<file path="config.mk">
export PLATFORM = sky130hd
export DESIGN_NAME = engine_arbiter
export DESIGN_NICKNAME = d
export VERILOG_FILES = /design/src/rtl/engine_arbiter.sv
export SDC_FILE = /design/constraint.sdc
export NUM_CORES = 1
export LEC_CHECK = 0
export BUFFER_PORTS_ARGS = -buffer_cell sky130_fd_sc_hd__buf_2
export CAP_MARGIN = 10
export CORE_AREA = 2 2 457 459
export DETAILED_ROUTE_END_ITERATION = 6
export DIE_AREA = 0 0 459 461
export SYNTH_ARGS = -nofsm -noshare
export SYNTH_HDL_FRONTEND = slang
export SYNTH_SLANG_ARGS = --single-unit
</file>
<file path="constraint.sdc">
create_clock -name clk -period 3 [get_ports clk]
set_input_delay 0.9 -clock clk [delete_from_list [all_inputs] [get_ports clk]]
set_output_delay 0.9 -clock clk [all_outputs]
set_load 0.02 [all_outputs]
</file>
<file path="src/rtl/engine_arbiter.sv">
// engine_arbiter: round-robin sharing of one handshake-driven compute engine among NREQ requesters.
// Define ENGINE_ARBITER_TIMEOUT_EN to enable the watchdog, the ABORT path, e_rst and u_err.
module engine_arbiter #(
  parameter int NREQ    = 4,
  parameter int DW_IN   = 128,
  parameter int DW_OUT  = 256,
  parameter int TIMEOUT = 1048576
) (
  input  logic                   clk,
  input  logic                   rstn,
  input  logic [NREQ-1:0]        u_req_valid,
  output logic [NREQ-1:0]        u_req_ready,
  output logic [NREQ-1:0]        u_req_busy,
  output logic [NREQ-1:0]        u_res_valid,
  input  logic [NREQ-1:0]        u_res_ready,
  input  logic [NREQ*DW_IN-1:0]  u_in,
  output logic [DW_OUT-1:0]      u_out,
  output logic                   u_err,
  output logic [2:0]             grant,
  output logic                   e_req_valid,
  input  logic                   e_req_ready,
  input  logic                   e_req_busy,
  input  logic                   e_res_valid,
  output logic                   e_res_ready,
  output logic [DW_IN-1:0]       e_in,
  input  logic [DW_OUT-1:0]      e_out,
  output logic                   e_rst
);

  typedef enum logic [2:0] {
    S_IDLE    = 3'd0,
    S_ISSUE   = 3'd1,
    S_WAIT    = 3'd2,
    S_DELIVER = 3'd3,
    S_RELEASE = 3'd4,
    S_ABORT   = 3'd5
  } state_t;

  state_t            r_state;
  logic [2:0]        r_ptr;
  logic [2:0]        r_grant;
  logic [NREQ-1:0]   r_req_ready;
  logic [NREQ-1:0]   r_req_busy;
  logic [NREQ-1:0]   r_res_valid;
  logic [DW_OUT-1:0] r_out;
  logic              r_e_req_valid;
  logic              r_e_res_ready;
  logic [DW_IN-1:0]  r_e_in;

  logic              w_any_req;
  logic [2:0]        w_pick;
  logic [3:0]        w_idx;
  logic [NREQ-1:0]   w_shift;
  logic [NREQ-1:0]   w_grant_oh;
  logic              w_release;
  logic [DW_IN-1:0]  w_operand;
  logic [2:0]        w_next_ptr;

`ifdef ENGINE_ARBITER_TIMEOUT_EN
  localparam int WDW = $clog2(TIMEOUT);

  logic [WDW-1:0]    r_wd_cnt;
  logic              r_abort_ph;
  logic              r_aborted;
  logic              r_err;
  logic              r_e_rst;
  logic              w_wd_expire;

  // Saturating count keeps a late expiry (normal transition won the tie) aborting on the next cycle.
  assign w_wd_expire = (r_wd_cnt >= WDW'(TIMEOUT - 2));
`endif

  // First pending requester at or after ptr, wrapping modulo NREQ; lowest offset wins.
  always_comb begin
    w_any_req = 1'b0;
    w_pick    = 3'd0;
    w_idx     = 4'd0;
    w_shift   = {NREQ{1'b0}};
    for (int k = NREQ - 1; k >= 0; k--) begin
      w_idx = {1'b0, r_ptr} + 4'(k);
      if (w_idx >= 4'(NREQ)) begin
        w_idx = w_idx - 4'(NREQ);
      end else begin
        w_idx = w_idx;
      end
      w_shift = u_req_valid >> w_idx;
      if (w_shift[0]) begin
        w_any_req = 1'b1;
        w_pick    = w_idx[2:0];
      end else begin
        w_any_req = w_any_req;
        w_pick    = w_pick;
      end
    end
  end

  assign w_grant_oh = {{(NREQ-1){1'b0}}, 1'b1} << r_grant;
  assign w_release  = |(u_res_ready & w_grant_oh);
  assign w_operand  = DW_IN'(u_in >> (32'(w_pick) * 32'(DW_IN)));
  assign w_next_ptr = (r_grant == 3'(NREQ - 1)) ? 3'd0 : r_grant + 3'd1;

  // Arbitration/handshake state machine; every output is a register of this block.
  always_ff @(posedge clk or negedge rstn) begin
    if (!rstn) begin
      r_state       <= S_IDLE;
      r_ptr         <= 3'd0;
      r_grant       <= 3'd0;
      r_req_ready   <= {NREQ{1'b0}};
      r_req_busy    <= {NREQ{1'b0}};
      r_res_valid   <= {NREQ{1'b0}};
      r_out         <= {DW_OUT{1'b0}};
      r_e_req_valid <= 1'b0;
      r_e_res_ready <= 1'b0;
      r_e_in        <= {DW_IN{1'b0}};
`ifdef ENGINE_ARBITER_TIMEOUT_EN
      r_wd_cnt      <= {WDW{1'b0}};
      r_abort_ph    <= 1'b0;
      r_aborted     <= 1'b0;
      r_err         <= 1'b0;
      r_e_rst       <= 1'b0;
`endif
    end else begin
      case (r_state)
        S_IDLE: begin
          if (w_any_req) begin
            r_grant       <= w_pick;
            r_e_in        <= w_operand;
            r_e_req_valid <= 1'b1;
            r_state       <= S_ISSUE;
`ifdef ENGINE_ARBITER_TIMEOUT_EN
            r_wd_cnt      <= {WDW{1'b0}};
`endif
          end
        end
        S_ISSUE: begin
`ifdef ENGINE_ARBITER_TIMEOUT_EN
          if (r_wd_cnt != {WDW{1'b1}}) begin
            r_wd_cnt <= r_wd_cnt + WDW'(1);
          end
`endif
          if (e_req_ready) begin
            r_e_req_valid <= 1'b0;
            r_req_ready   <= w_grant_oh;
            r_req_busy    <= w_grant_oh;
            r_state       <= S_WAIT;
`ifdef ENGINE_ARBITER_TIMEOUT_EN
          end else if (w_wd_expire) begin
            // The requester still gets its acceptance pulse so it stops holding its operand.
            r_e_req_valid <= 1'b0;
            r_req_ready   <= w_grant_oh;
            r_req_busy    <= w_grant_oh;
            r_e_rst       <= 1'b1;
            r_abort_ph    <= 1'b0;
            r_aborted     <= 1'b1;
            r_state       <= S_ABORT;
`endif
          end
        end
        S_WAIT: begin
          r_req_ready <= {NREQ{1'b0}};
`ifdef ENGINE_ARBITER_TIMEOUT_EN
          if (r_wd_cnt != {WDW{1'b1}}) begin
            r_wd_cnt <= r_wd_cnt + WDW'(1);
          end
`endif
          if (e_res_valid) begin
            r_out       <= e_out;
            r_res_valid <= w_grant_oh;
            r_state     <= S_DELIVER;
`ifdef ENGINE_ARBITER_TIMEOUT_EN
            r_err       <= 1'b0;
          end else if (w_wd_expire) begin
            r_e_req_valid <= 1'b0;
            r_e_rst       <= 1'b1;
            r_abort_ph    <= 1'b0;
            r_aborted     <= 1'b1;
            r_state       <= S_ABORT;
`endif
          end
        end
        S_ABORT: begin
          r_req_ready <= {NREQ{1'b0}};
`ifdef ENGINE_ARBITER_TIMEOUT_EN
          if (!r_abort_ph) begin
            r_abort_ph <= 1'b1;
          end else begin
            r_e_rst     <= 1'b0;
            r_out       <= {DW_OUT{1'b0}};
            r_err       <= 1'b1;
            r_res_valid <= w_grant_oh;
            r_state     <= S_DELIVER;
          end
`else
          r_state <= S_IDLE;
`endif
        end
        S_DELIVER: begin
          if (w_release) begin
            r_res_valid   <= {NREQ{1'b0}};
            r_req_busy    <= {NREQ{1'b0}};
            r_state       <= S_RELEASE;
`ifdef ENGINE_ARBITER_TIMEOUT_EN
            r_e_res_ready <= ~r_aborted;
`else
            r_e_res_ready <= 1'b1;
`endif
          end
        end
        S_RELEASE: begin
          r_e_res_ready <= 1'b0;
          r_ptr         <= w_next_ptr;
          r_out         <= {DW_OUT{1'b0}};
          r_state       <= S_IDLE;
`ifdef ENGINE_ARBITER_TIMEOUT_EN
          r_aborted     <= 1'b0;
          r_err         <= 1'b0;
`endif
        end
        default: begin
          r_state <= S_IDLE;
        end
      endcase
    end
  end

  assign u_req_ready = r_req_ready;
  assign u_req_busy  = r_req_busy;
  assign u_res_valid = r_res_valid;
  assign u_out       = r_out;
  assign grant       = r_grant;
  assign e_req_valid = r_e_req_valid;
  assign e_res_ready = r_e_res_ready;
  assign e_in        = r_e_in;

`ifdef ENGINE_ARBITER_TIMEOUT_EN
  assign u_err = r_err;
  assign e_rst = r_e_rst;
`else
  assign u_err = 1'b0;
  assign e_rst = 1'b0;
`endif

endmodule

</file>
# Word-level counts from Yosys, hierarchy flattened
# Index checks and enable logic that the tools add are counted.
[op_classes]
addsub = 8
order_cmp = 4
eq_ne = 10
n_shift = 6
muxes = 31
bitwise = 1
reduce_logical = 17
[op_table]
columns = ["op", "n"]
rows = [
  ["$pmux 256 s2", 1],
  ["$shr 512x10->128", 1],
  ["$mux 256", 1],
  ["$mux 4", 7],
  ["$mux 3", 9],
  ["$pmux 4 s2", 3],
  ["$shr 4x4->1", 4],
  ["$ge 4x3->1 const B", 3],
  ["$pmux 3 s4", 1],
  ["$reduce_bool 2->1", 6],
  ["$sub 4x3->4 const B", 3],
  ["$eq 3x2->1 const B", 3],
  ["$reduce_and 3->1", 3],
  ["$add 3x2->4 const B", 2],
  ["$ne 2x2->1 const B", 4],
  ["$reduce_and 2->1", 4],
  ["$mux 1", 7],
  ["$eq 3x3->1 const B", 2],
  ["$add 3x1->4 const B", 1],
  ["$and 4x4->4", 1],
  ["$pmux 1 s2", 2],
  ["$reduce_and 4->1", 1],
  ["$reduce_or 4->1", 1],
  ["$shl 1x3->4 const A", 1],
  ["6 further kinds", 6],
]
[word_totals]
regBits = 407
in_bits = 781
out_inout_bits = 403
wordCells = 87

# Logic depth before layout (Yosys ltp)
# Gate-level depths: netlist (run 1).
[depth]
word_depth = 10
ltp_mapped = 13
mapped_depth_nobuf = 9

# Least setup slack after synthesis (run 1)
# No wires, ideal clock.
[synth_path]
path_type = "reg-to-reg"
startpoint = "reg r_ptr[0]"
endpoint = "reg r_e_in[107], in the netlist e_in[107]"
setup_time_ns = 0.087
arrival_ns = 2.864
required_time_ns = 2.913
setup_slack_ns = 0.049
stages_incl_launch_ff = 14
n_path_buf = 4
period_less_slack_ns = 2.951
cell_sequence = "dfrtp_1 > buf_6 > clkbuf_1 > inv_1 > ha_1 > inv_1 > a22o_1 > a32oi_4 > o211ai_4 > buf_6 > buf_4 > mux2_1 > a311o_1 > o211ai_1"
[synth_via]
elab_chain_len = 9
elab_cells_between_ends = 29
classes_between = "add/sub (7); order compare (4); shift (5); mux (12); reduce/logical (1)"
[synth_rtl]
columns = ["item", "line_no", "source"]
rows = [
  ["start, declared", "40", "logic [2:0] r_ptr;"],
  ["start signal, assigned", "211", "r_ptr <= w_next_ptr;"],
  ["$add 3x2->4", "80", "w_idx = {1'b0, r_ptr} + 4'(k);"],
  ["$sub 4x3->4 or $ge 4x3->1 (tied branches)", "82, 81", ""],
  ["$mux 4", "81", "if (w_idx >= 4'(NREQ)) begin"],
  ["$shr 4x4->1", "86", "w_shift = u_req_valid >> w_idx;"],
  ["$mux 3 or $mux 1 (tied branches) (4 in series)", "87", "if (w_shift[0]) begin"],
  ["$shr 512x10->128 or $reduce_and 2->1 (tied branches)", "n/a", ""],
  ["end signal, assigned", "114", "r_e_in <= {DW_IN{1'b0}};"],
  ["end signal, assigned", "127", "r_e_in <= w_operand;"],
  ["end, declared", "48", "logic [DW_IN-1:0] r_e_in;"],
]
# Several ways; a longest one is shown, not always the timed one.
# A chain may end at the register's enable or synchronous reset.

# Worst setup path after layout (run 1)
[layout_path]
startpoint = "reg r_ptr[0]"
endpoint = "reg r_e_in[59], in the netlist e_in[59]"
# The elaborated chain is that of the path after synthesis.

==> summary.md, run 1 <==
| Metric | Value |
|---|---|
| Final Hold Viols | 0 |
| Yosys reg bits | 407 |
| # DRC | 6 |
| GRT met1 Usage | 13.6% |
| Drt initial violations | 2015 |
| Overflow after GRT | 0 |
| CP Capture Type | register |
| Fillcell total | about 23k |
| Vias | 24.2k |
| Setup Skew | 0.0730 ns |
| Nets | 4186 |
| Crit Path Max Fanout | 7 |
| WP data required | 3.55 ns |
| Core Region | 0.206 mm² |
| Latest clock arrival within the worst-skew pair | about 0.7 ns |
| Drt pass-1 iters | 7 |
| Hold WC Path Type | in -> async |
| Gr busiest metal | met2 |
| Antenna Violating Nets Remaining | 0 |
| Period utilization | 102% |
| RePlAce Congestion | 0.893 |
| Top cell type by total area after synthesis | dfrtp_1 |
| Total Routed Length | between 150000 and 200000 µm |
| H-tree depth | 2 |
| Relative slew slack | 26.9% |
| Worst endpoint data arrival time | roughly 3.6 ns |
| Result of the run | complete, but fails checks |
| Asr flop ratio synth | 100% |
| RSZ-0062 raised after global routing | true |
| CTS max path bufs | 3 |
| M3 GR Usage | 8.40% |
| Initial antenna violation count | 200 |
| VDD IR max | a little over 0.0007 V |
| Port Buffers | 1180 |
| Post-DR wirelength/cell | 25.7 µm |
| Syn Area/Cell | 10.0 µm² |
| Cells after Synth | approximately 2.2k |
| Hold bufs inserted after CTS | 0 |
| Count leader, synth | nand2_1 |
| Grt met2 use | 23.0% |
| Worst reg-to-reg setup slack | -0.06 ns |
| Layout area overhead | 59.0% |
| Slowest cell on the critical path | dfrtp_4 |
| FMAX | 0.327 GHz |
| Slowest Stage Delay on Critical Path | ~0.47 ns |
| Setup violators final | 14 |
| Share of cells above drive strength 1 | 44.4% |
| Initial Util | 10.5% |
| Tmin final | 3.06 ns |
| Crit path launch type | register |
| DIE HEIGHT | 461 µm |
| Die footprint | about 0.21 mm² |
| FP Rows | 167 |
| Max Cap Violations | 0 |
| Critical path class | reg -> reg |
| Post-DP HPWL | 133000 µm |
| Wire length of the first global-routing pass | 201000 µm |
| Total Routing Usage GR | 14.0% |
| Inserted Clock Buffers | 52 |
| Yosys cell types | 43 |
| Leak Pwr | 16.9 nW |
| Via/cell ratio | slightly below 4 |
| Ys Warns | 0 |
| Fin. max-slew vios | 0 |
| Setup ws final | -0.0610 ns |
| EDFF count, synth | 0 |
| CTS tree | done |
| Main synth FF type | dfrtp_1 |
| Post-place setup slack | -0.555 ns |
| Largest net degree at the start of global routing | 189 |
| Vias in the first global route | about 22k |
| Synth top area share | 47.0% |
| Final Hold Slack | ~0.19 ns |
| Pwr/cell area | between 1000 and 1500 mW/mm² |
| Worst-margin pin slew | 1.10 ns |
| Seq/Total Area, Yosys | 47.0% |
| Clock sink count | 407 |
| Failing checks | design-rule violations, negative setup slack |
| Worst-path clk slew | approximately 0.060 ns |
| Synth area leaders | dfrtp_1 47%, a22o_1 11%, nand2_1 7.3% |
| Cell chain of the critical path | inv_1, ha_4, inv_2, a22o_4, a32oi_4, o211ai_4, buf_8, buf_12, clkbuf_16, buf_4, mux2_1, a311o_1, o211ai_1 |
| Root buffer cell | clkbuf_16 |
| Synth top cells by count | 419 x nand2_1, 407 x dfrtp_1, 264 x nor2_1 |
| Mapped Area | between 0.02 and 0.025 mm² |
| Die width | 459 µm |
| I/O Pins | 1184 |
==> per-layer routing <==
metal  share of wire [%]  vias up
met4                 6.6      152
met3                  14      513
met5                0.61        -
met1                  32    11560
li1                    -    10507
met2                  47     1498
==> worst max-delay path: cells and delay by family (launching register included) <==
family / cells / cell delay [ns]
AOI/OAI and AO/OA: 5 / 1.07
buffers and inverters: 6 / 0.76
DFF: 1 / 0.47
muxes: 1 / 0.31
adders and majority gates: 1 / 0.28
==> cell usage in the layout, fill, tap and decap left out, types with 6 or more instances in the layout <==
cell       Yosys  routed
a21oi_1        8       8
mux2i_2        0      13
buf_12         0      29
nor2b_1       10      10
mux2i_1      132     117
buf_4         17     147
clkbuf_8       0      11
mux2_1       120     119
a311o_1      128     117
clkinv_2       0      10
clkbuf_1     145       7
o211ai_1     128     128
buf_6         14      10
nand2_1      419     419
nor2_1       264     264
a22o_1       262     261
buf_2         27    1179
mux2_2         9       7
dfrtp_1      407     405
buf_16         0       6
clkbuf_16      0      60
o21ai_0       16      15
a311o_2        0      11
diode_2        0     102
==> area by class of cell <==
cell class / instances / area [µm²] / area share [%]
repair buffers: 1382 / 8110 / 23.5
clock buffers: 70 / 1480 / 4.29
well taps: 2704 / 3380 / 9.81
clock inverters: 26 / 324 / 0.940
flip-flops and latches: 407 / 10200 / 29.5
diodes: 102 / 255 / 0.740
inverters: 7 / 26.3 / 0.0762
multi-input cells: 1549 / 10700 / 31.1
==> kinds of logic after synthesis <==
kind of cell | synth area share [%]
fa+ha+maj | 0.346
simple gates | 12.8
compound gates | 22.4
flops | 47.0
buf+inv | 4.62
other cells | 0.0173
mux | 12.9
==> what timing repair did <==
item,4_1_cts,5_1_grt
setup endpoints to repair,46,120
pin swaps,0,15
gates resized for setup,13,50
endpoints found under the hold margin,0,0
setup buffers,2,23
gates cloned,0,10
==> flip-flops by register name, indices dropped and copies added, names as in the netlist <==
name / count
e_in: 128
u_req_ready: 4
u_req_busy: 4
u_res_valid: 4
grant: 3
e_res_ready: 1
r_ptr: 3
e_req_valid: 1
u_out: 256
r_state: 3
==> stage by stage <==
stage / area, µm² / instances / total power [mW] / util, % / TNS (ns)
6_report: 34500 / 6247 / 41.6 / 16.7 / -0.350
5_1_grt: 34400 / 6213 / 44.0 / 16.7 / -3.55
4_1_cts: 33600 / 6112 / 40.4 / 16.3 / -0.0917
3_5_place_dp: 31700 / 6015 / 33.3 / 15.4 / -34.37
3_3_place_gp: 31700 / 6015 / 33.0 / 15.4 / -27.06
2_1_floorplan: 21700 / 2169 / 23.2 / - / 0
==> path summary, 6_finish.rpt <==
check | from | end | depth (start not counted)
max | r_ptr[0]$_DFFE_PN0P_ | e_in[59]$_DFFE_PN0P_ | 13
min | rstn | u_out[176]$_DFFE_PN0P_ | 1
max reg2reg | r_ptr[0]$_DFFE_PN0P_ | e_in[59]$_DFFE_PN0P_ | 13
min reg2reg | u_res_valid[1]$_DFFE_PN0P_ | u_res_valid[1]$_DFFE_PN0P_ | 2
max in group asynchronous | rstn | r_state[1]$_DFFE_PN0P_ | 2
min in group clk | e_out[82] | u_out[82]$_DFFE_PN0P_ | 2
==> where the power goes <==
part / internal (mW) / switching, mW
logic: 10.4 / 15.0
clock network: 3.91 / 2.87
registers: 7.97 / 1.55
Note: power is estimated with default switching activity, not from simulation.
==> run 2, diff against run 1 <==
==> config.mk (replaced) <==
export PLATFORM = sky130hd
export DESIGN_NAME = engine_arbiter
export DESIGN_NICKNAME = d
export VERILOG_FILES = /design/src/rtl/engine_arbiter.sv
export SDC_FILE = /design/constraint.sdc
export NUM_CORES = 1
export LEC_CHECK = 0
export CAP_MARGIN = 10
export CORE_AREA = 2 2 466 468
export DETAILED_ROUTE_END_ITERATION = 6
export DIE_AREA = 0 0 468 470
export DONT_BUFFER_PORTS = 1
export SYNTH_ARGS = -nofsm -noshare
export SYNTH_HDL_FRONTEND = slang
export SYNTH_SLANG_ARGS = --single-unit
==> constraint.sdc (replaced) <==
create_clock -name clk -period 3.8 [get_ports clk]
set_input_delay 1.14 -clock clk [delete_from_list [all_inputs] [get_ports clk]]
set_output_delay 1.14 -clock clk [all_outputs]
set_load 0.02 [all_outputs]
==> summary.md, run 2 (same netlist as run 1, synthesis figures left out) <==
| Metric | Value |
|---|---|
| FMAX | 0.289 GHz (was 0.327 GHz) |
| Vias in the first global route | 17.3k (was 22.3k) |
| Post-DP HPWL | 122000 µm (was 133000 µm) |
| FP Rows | 171 (was 167) |
| Most common cell after layout, fill and taps aside | nand2_1 (was buf_2) |
| Dpl cell area | 0.0249 mm² (was 0.0317 mm²) |
| Root buffer cell | clkbuf_16 (unchanged) |
| Sequential Power Share | 40.7% (was 22.9%) |
| Drt pass-1 iters | 5 (was 7) |
| Setup violators final | 0 (was 14) |
| Total Routing Usage GR | 12.6% (was 14.0%) |
| Layout area overhead | 25.0% (was 59.0%) |
| Overflow after GRT | 0 (unchanged) |
| Initial Util | 10.1% (was 10.5%) |
| Crit Path Max Fanout | 41 (was 7) |
| Hold WC Path Type | in -> async (unchanged) |
| Period utilization | 91.1% (was 102%) |
| Nets | 2856 (was 4186) |
| Initial antenna violation count | 117 (was 200) |
| CTS resizes | 0 (was 13) |
| Reg-to-Reg Start | r_ptr[0]$_DFFE_PN0P_ (unchanged) |
| Antenna Violating Nets Remaining | 0 (unchanged) |
| Critical path origin | r_ptr[0]$_DFFE_PN0P_ (unchanged) |
| Core Region | 0.216 mm² (was 0.206 mm²) |
| Port Buffers | 0 (was 1180) |
| Max reg flops | 256 (unchanged) |
| CTS tree | done (unchanged) |
| Drt initial violations | 1161 (was 2015) |
| Comb power frac | 38.4% (was 60.8%) |
| Inst Count DP | 4865 (was 6015) |
| Worst-margin pin slew | 1.39 ns (was 1.10 ns) |
| Setup crit end | e_in[14]$_DFFE_PN0P_ (was e_in[59]$_DFFE_PN0P_) |
| Worst reg-to-reg setup slack | 0.34 ns (was -0.06 ns) |
| Die width | 468 µm (was 459 µm) |
| Setup Skew | 0.0430 ns (was 0.0730 ns) |
| CTS max path bufs | 3 (unchanged) |
| Sw Share | 49.5% (was 46.6%) |
| Commonest non-fill, non-tap cells in the layout | 419 x nand2_1, 406 x dfrtp_1, 264 x nor2_1 (was 1179 x buf_2, 419 x nand2_1, 405 x dfrtp_1) |
| Inserted Clock Buffers | 56 (was 52) |
| Worst-path clk slew | 0.07 ns (was 0.06 ns) |
| WP data required | 4.39 ns (was 3.55 ns) |
| Critical path class | reg -> reg (unchanged) |
| Vias | 18.4k (was 24.2k) |
| Final Hold Viols | 0 (unchanged) |
| Internal power | 14.5 mW (was 22.2 mW) |
| Hold bufs inserted after CTS | 0 (unchanged) |
| FF-to-FF End | e_in[14]$_DFFE_PN0P_ (was e_in[59]$_DFFE_PN0P_) |
| Tmin final | 3.46 ns (was 3.06 ns) |
| Latest clock arrival within the worst-skew pair | 0.71 ns (was 0.70 ns) |
| Clock power share | 20.9% (was 16.3%) |
| Die footprint | 0.220 mm² (was 0.212 mm²) |
| FF-to-FF path depth | 10 (was 13) |
| DIE HEIGHT | 470 µm (was 461 µm) |
| Total Routed Length | 147000 µm (was 160000 µm) |
| VDD IR max | 0.000677 V (was 0.000706 V) |
| Leak Pwr | 11.2 nW (was 16.9 nW) |
| CP Capture Type | register (unchanged) |
| Layout Cells excl Fill | 5024 (was 6247) |
| Crit path launch type | register (unchanged) |
| H-tree depth | 2 (unchanged) |
| Share of cells above drive strength 1 | 7.81% (was 44.4%) |
| Setup Buffers After CTS | 0 (was 2) |
| Worst endpoint data arrival time | 4.05 ns (was 3.62 ns) |
| Pwr/cell area | 1060 mW/mm² (was 1210 mW/mm²) |
| Relative slew slack | 7.26% (was 26.9%) |
| Fin. max-slew vios | 0 (unchanged) |
| Result of the run | completed (was complete, but fails checks) |
| Wire length of the first global-routing pass | 182000 µm (was 201000 µm) |
| Clock sink count | 407 (unchanged) |
| Switch Pwr | 14.2 mW (was 19.4 mW) |
| Max Cap Violations | 0 (unchanged) |
| Via/cell ratio | 3.67 (was 3.88) |
| # DRC | 0 (was 6) |
| Post-DR wirelength/cell | 29.2 µm (was 25.7 µm) |
| Largest net degree at the start of global routing | 408 (was 189) |
| RePlAce Congestion | 0.912 (was 0.893) |
| Setup tns final | 0 ns (was -0.350 ns) |
| I/O Pins | 1184 (unchanged) |
| RSZ-0062 raised after global routing | false (was true) |
| Final non-filler cell area | 0.0271 mm² (was 0.0345 mm²) |
==> run 2: per-stage QoR <==
step	hold slack (ns)	total power, mW	utilization (%)	setup WS (ns)
after detailed placement	0.610	22.9	11.5	0.120
after floorplan	0.549	18.3	-	0.839
final	0.142	28.6	12.6	0.338
after global routing	0.0883	30.3	12.5	0.205
after CTS	0.0699	29.1	12.5	0.362
after global placement	0.607	22.5	11.5	0.207
==> run 2: worst min path at each step <==
stage | startpoint | end | slack, ns
5_1_grt | rstn | u_out[218]$_DFFE_PN0P_ | 0.09
6_report | rstn | u_out[218]$_DFFE_PN0P_ | 0.14
2_1_floorplan | r_ptr[2]$_DFFE_PN0P_ | r_ptr[2]$_DFFE_PN0P_ | 0.55
4_1_cts | rstn | u_out[199]$_DFFE_PN0P_ | 0.07
3_5_place_dp | u_res_valid[1]$_DFFE_PN0P_ | u_res_valid[1]$_DFFE_PN0P_ | 0.61
3_3_place_gp | u_res_valid[1]$_DFFE_PN0P_ | u_res_valid[1]$_DFFE_PN0P_ | 0.61
==> run 2: power groups by stage <==
| stage | sequential (mW) | combinational, mW | clock, mW |
|---|---|---|---|
| 3_3_place_gp | 11.9 | 10.6 | 0 |
| 6_report | 11.6 | 11.0 | 6.00 |
| 5_1_grt | 11.9 | 12.0 | 6.37 |
| 2_1_floorplan | 9.56 | 8.72 | 0 |
| 3_5_place_dp | 11.8 | 11.0 | 0 |
| 4_1_cts | 11.8 | 11.0 | 6.25 |
==> run 2: layout make-up <==
cell class              count  area [µm²]
repair buffers             48         548
multi-input cells        1549       10600
flip-flops and latches    407       10200
fillers                 24399      189000
clock inverters            30         514
well taps                2854        3570
inverters                   7        26.3
clock buffers              73        1550
diodes                     56         140
==> run 2: critical path: stages (launching register included) <==
cell      delay, ns
dfrtp_4        0.40
inv_1          0.10
ha_1           0.40
inv_1          0.11
a22o_1         0.28
a21oi_2        0.34
o21a_4         0.20
mux2_8         0.34
buf_4          0.62
mux2i_1        0.40
o211ai_1       0.12
==> run 2: layer usage <==
metal	global-route usage (%)	vias to the layer above	wire length [µm]
met2	21.3	1212	69800
met3	10.6	353	27500
met4	6.07	116	7800
met1	10.3	8943	40900
met5	0	-	803
li1	-	7790	-
==> run 3, diff against run 2 <==
--- a/config.mk
+++ b/config.mk
@@ -7,9 +7,11 @@
 export LEC_CHECK = 0
 export CAP_MARGIN = 10
 export CORE_AREA = 2 2 466 468
+export CTS_BUF_LIST = sky130_fd_sc_hd__clkbuf_16
 export DETAILED_ROUTE_END_ITERATION = 6
 export DIE_AREA = 0 0 468 470
 export DONT_BUFFER_PORTS = 1
+export GPL_TIMING_DRIVEN = 0
 export SYNTH_ARGS = -nofsm -noshare
 export SYNTH_HDL_FRONTEND = slang
 export SYNTH_SLANG_ARGS = --single-unit
==> summary.md, run 3 (same netlist as run 1, synthesis figures left out) <==
| Metric | Value |
|---|---|
| Result of the run | complete, but fails checks (was completed) |
| Failing checks | max-slew violations, negative setup slack |
| Inst Count DP | 5025 (was 4865) |
| Vias in the first global route | 18.9k (was 17.3k) |
| Antenna Violating Nets Remaining | 0 (unchanged) |
| Worst-path clk slew | 0.06 ns (was 0.07 ns) |
| FMAX | 0.262 GHz (was 0.289 GHz) |
| Relative slew slack | -11.0% (was 7.26%) |
| Crit Path Max Fanout | 13 (was 41) |
| Root buffer cell | clkbuf_16 (unchanged) |
| FP Rows | 171 (unchanged) |
| Die width | 468 µm (unchanged) |
| WP data required | 4.32 ns (was 4.39 ns) |
| Inserted Clock Buffers | 50 (was 56) |
| Pwr/cell area | 1070 mW/mm² (was 1060 mW/mm²) |
| Setup Skew | 0.0360 ns (was 0.0430 ns) |
| Port Buffers | 0 (unchanged) |
| VDD IR max | 0.000540 V (was 0.000677 V) |
| Setup violators final | 1 (was 0) |
| Max reg flops | 256 (unchanged) |
| Nets | 3012 (was 2856) |
| Layout Cells excl Fill | 5200 (was 5024) |
| Post-place setup slack | -1.42 ns (was 0.120 ns) |
| Via/cell ratio | 3.91 (was 3.67) |
| Die footprint | 0.220 mm² (unchanged) |
| Post-DP HPWL | 144000 µm (was 122000 µm) |
| Initial Util | 10.1% (unchanged) |
| Initial antenna violation count | 113 (was 117) |
| Largest net degree at the start of global routing | 408 (unchanged) |
| Drt pass-1 iters | 6 (was 5) |
| CTS tree | done (unchanged) |
| Final non-filler cell area | 0.0273 mm² (was 0.0271 mm²) |
| Dpl cell area | 0.0253 mm² (was 0.0249 mm²) |
| Leak Pwr | 11.3 nW (was 11.2 nW) |
| Drt initial violations | 1780 (was 1161) |
| Post-DR wirelength/cell | 32.2 µm (was 29.2 µm) |
| Worst-margin pin slew | 1.67 ns (was 1.39 ns) |
| Period utilization | 100% (was 91.1%) |
| Critical path class | reg -> reg (unchanged) |
| Final Hold Viols | 0 (unchanged) |
| Setup tns final | -0.0108 ns (was 0 ns) |
| Slowest cell on the critical path | clkbuf_1 (was buf_4) |
| DIE HEIGHT | 470 µm (unchanged) |
| Slowest Stage Delay on Critical Path | 0.61 ns (was 0.62 ns) |
| Max Cap Violations | 0 (unchanged) |
| Overflow after GRT | 0 (unchanged) |
| H-tree depth | 2 (unchanged) |
| Core Region | 0.216 mm² (unchanged) |
| Total Routing Usage GR | 14.4% (was 12.6%) |
| Latest clock arrival within the worst-skew pair | 0.67 ns (was 0.71 ns) |
| Fin. max-slew vios | 71 (was 0) |
| Vias | 20.3k (was 18.4k) |
| CTS max path bufs | 3 (unchanged) |
| Hold WC Path Type | in -> async (unchanged) |
| RePlAce Congestion | 1.02 (was 0.912) |
| Final Hold Slack | 0.188 ns (was 0.142 ns) |
| Total Routed Length | 168000 µm (was 147000 µm) |
| Crit path launch type | register (unchanged) |
| I/O Pins | 1184 (unchanged) |
| Reg-to-Reg Start | r_ptr[0]$_DFFE_PN0P_ (unchanged) |
| # DRC | 0 (unchanged) |
| Setup ws final | -0.0108 ns (was 0.338 ns) |
| Share of cells above drive strength 1 | 7.91% (was 7.81%) |
| Wire length of the first global-routing pass | 207000 µm (was 182000 µm) |
| Commonest non-fill, non-tap cells in the layout | 419 x nand2_1, 407 x dfrtp_1, 264 x nor2_1 (was 419 x nand2_1, 406 x dfrtp_1, 264 x nor2_1) |
| Layout area overhead | 26.0% (was 25.0%) |
| Tmin final | 3.81 ns (was 3.46 ns) |
| Cell chain of the critical path | buf_6, clkbuf_4, inv_1, ha_1, inv_1, a22o_1, a32oi_4, o21ai_4, buf_4, nand3b_1, buf_4, clkbuf_1, o211ai_1 (was inv_1, ha_1, inv_1, a22o_1, a21oi_2, o21a_4, mux2_8, buf_4, mux2i_1, o211ai_1) |
| Most common cell after layout, fill and taps aside | nand2_1 (unchanged) |
| RSZ-0062 raised after global routing | false (unchanged) |
| Clock sink count | 407 (unchanged) |
| CP Capture Type | register (unchanged) |
| Worst endpoint data arrival time | 4.33 ns (was 4.05 ns) |
| Critical path origin | r_ptr[0]$_DFFE_PN0P_ (unchanged) |
| Worst reg-to-reg setup slack | -0.01 ns (was 0.34 ns) |
run 3: cell type report:
| class | count | area [µm²] |
|---|---|---|
| diodes | 82 | 205 |
| fillers | 24598 | 188000 |
| clock inverters | 40 | 385 |
| clock buffers | 51 | 1280 |
| repair buffers | 4 | 41.3 |
| well taps | 2854 | 3570 |
| multi-input cells | 1549 | 10600 |
| plain buffers | 206 | 1090 |
| flip-flops and latches | 407 | 10200 |
| inverters | 7 | 26.3 |
run 3: timing repair:
item / in CTS / in global routing
endpoints found under the setup margin: 127 / 35
setup buffers: 2 / 0
hold buffers: 0 / 0
pin swaps: 1 / 0
gates resized for setup: 32 / 25
run 3: per-stage QoR:
step                      power, mW  util [%]
after floorplan                18.3         -
after global placement         23.7      11.7
after CTS                      29.3      12.6
after detailed placement       24.0      11.7
after global routing           30.7      12.6
final                          29.2      12.7
run 3: worst max-delay path, delay by kind of cell, from the launching register on:
kind	cells	cell delay, ns
AOI/OAI and AO/OA	4	0.89
adders and majority gates	1	0.39
buffers and inverters	7	1.85
DFF	1	0.36
and+or+nand+nor	1	0.11
run 3: where the power goes:
group	switching (mW)	internal (mW)	total (mW)
Combinational	7.72	5.06	12.8
Sequential	5.28	6.22	11.5
Clock	2.16	2.79	4.95
run 3: final timing paths:
path | endpoint | cells after the start
worst min register to register | u_res_valid[1]$_DFFE_PN0P_ | 2
worst max register to register | e_in[81]$_DFFE_PN0P_ | 13
min in group clk | u_out[230]$_DFFE_PN0P_ | 1
max in group asynchronous | e_in[20]$_DFFE_PN0P_ | 0
worst min-delay path | u_out[201]$_DFFE_PN0P_ | 0
worst max-delay path | e_in[81]$_DFFE_PN0P_ | 13
run 3: layer usage:
layer / GRT usage, % / up-vias / part of all wire [%]
met3: 8.00 / 488 / 14
li1: - / 8144 / -
met2: 23.2 / 1659 / 45
met1: 13.9 / 9997 / 32
met4: 10.5 / 56 / 8.4
met5: 0.0220 / - / 0.23
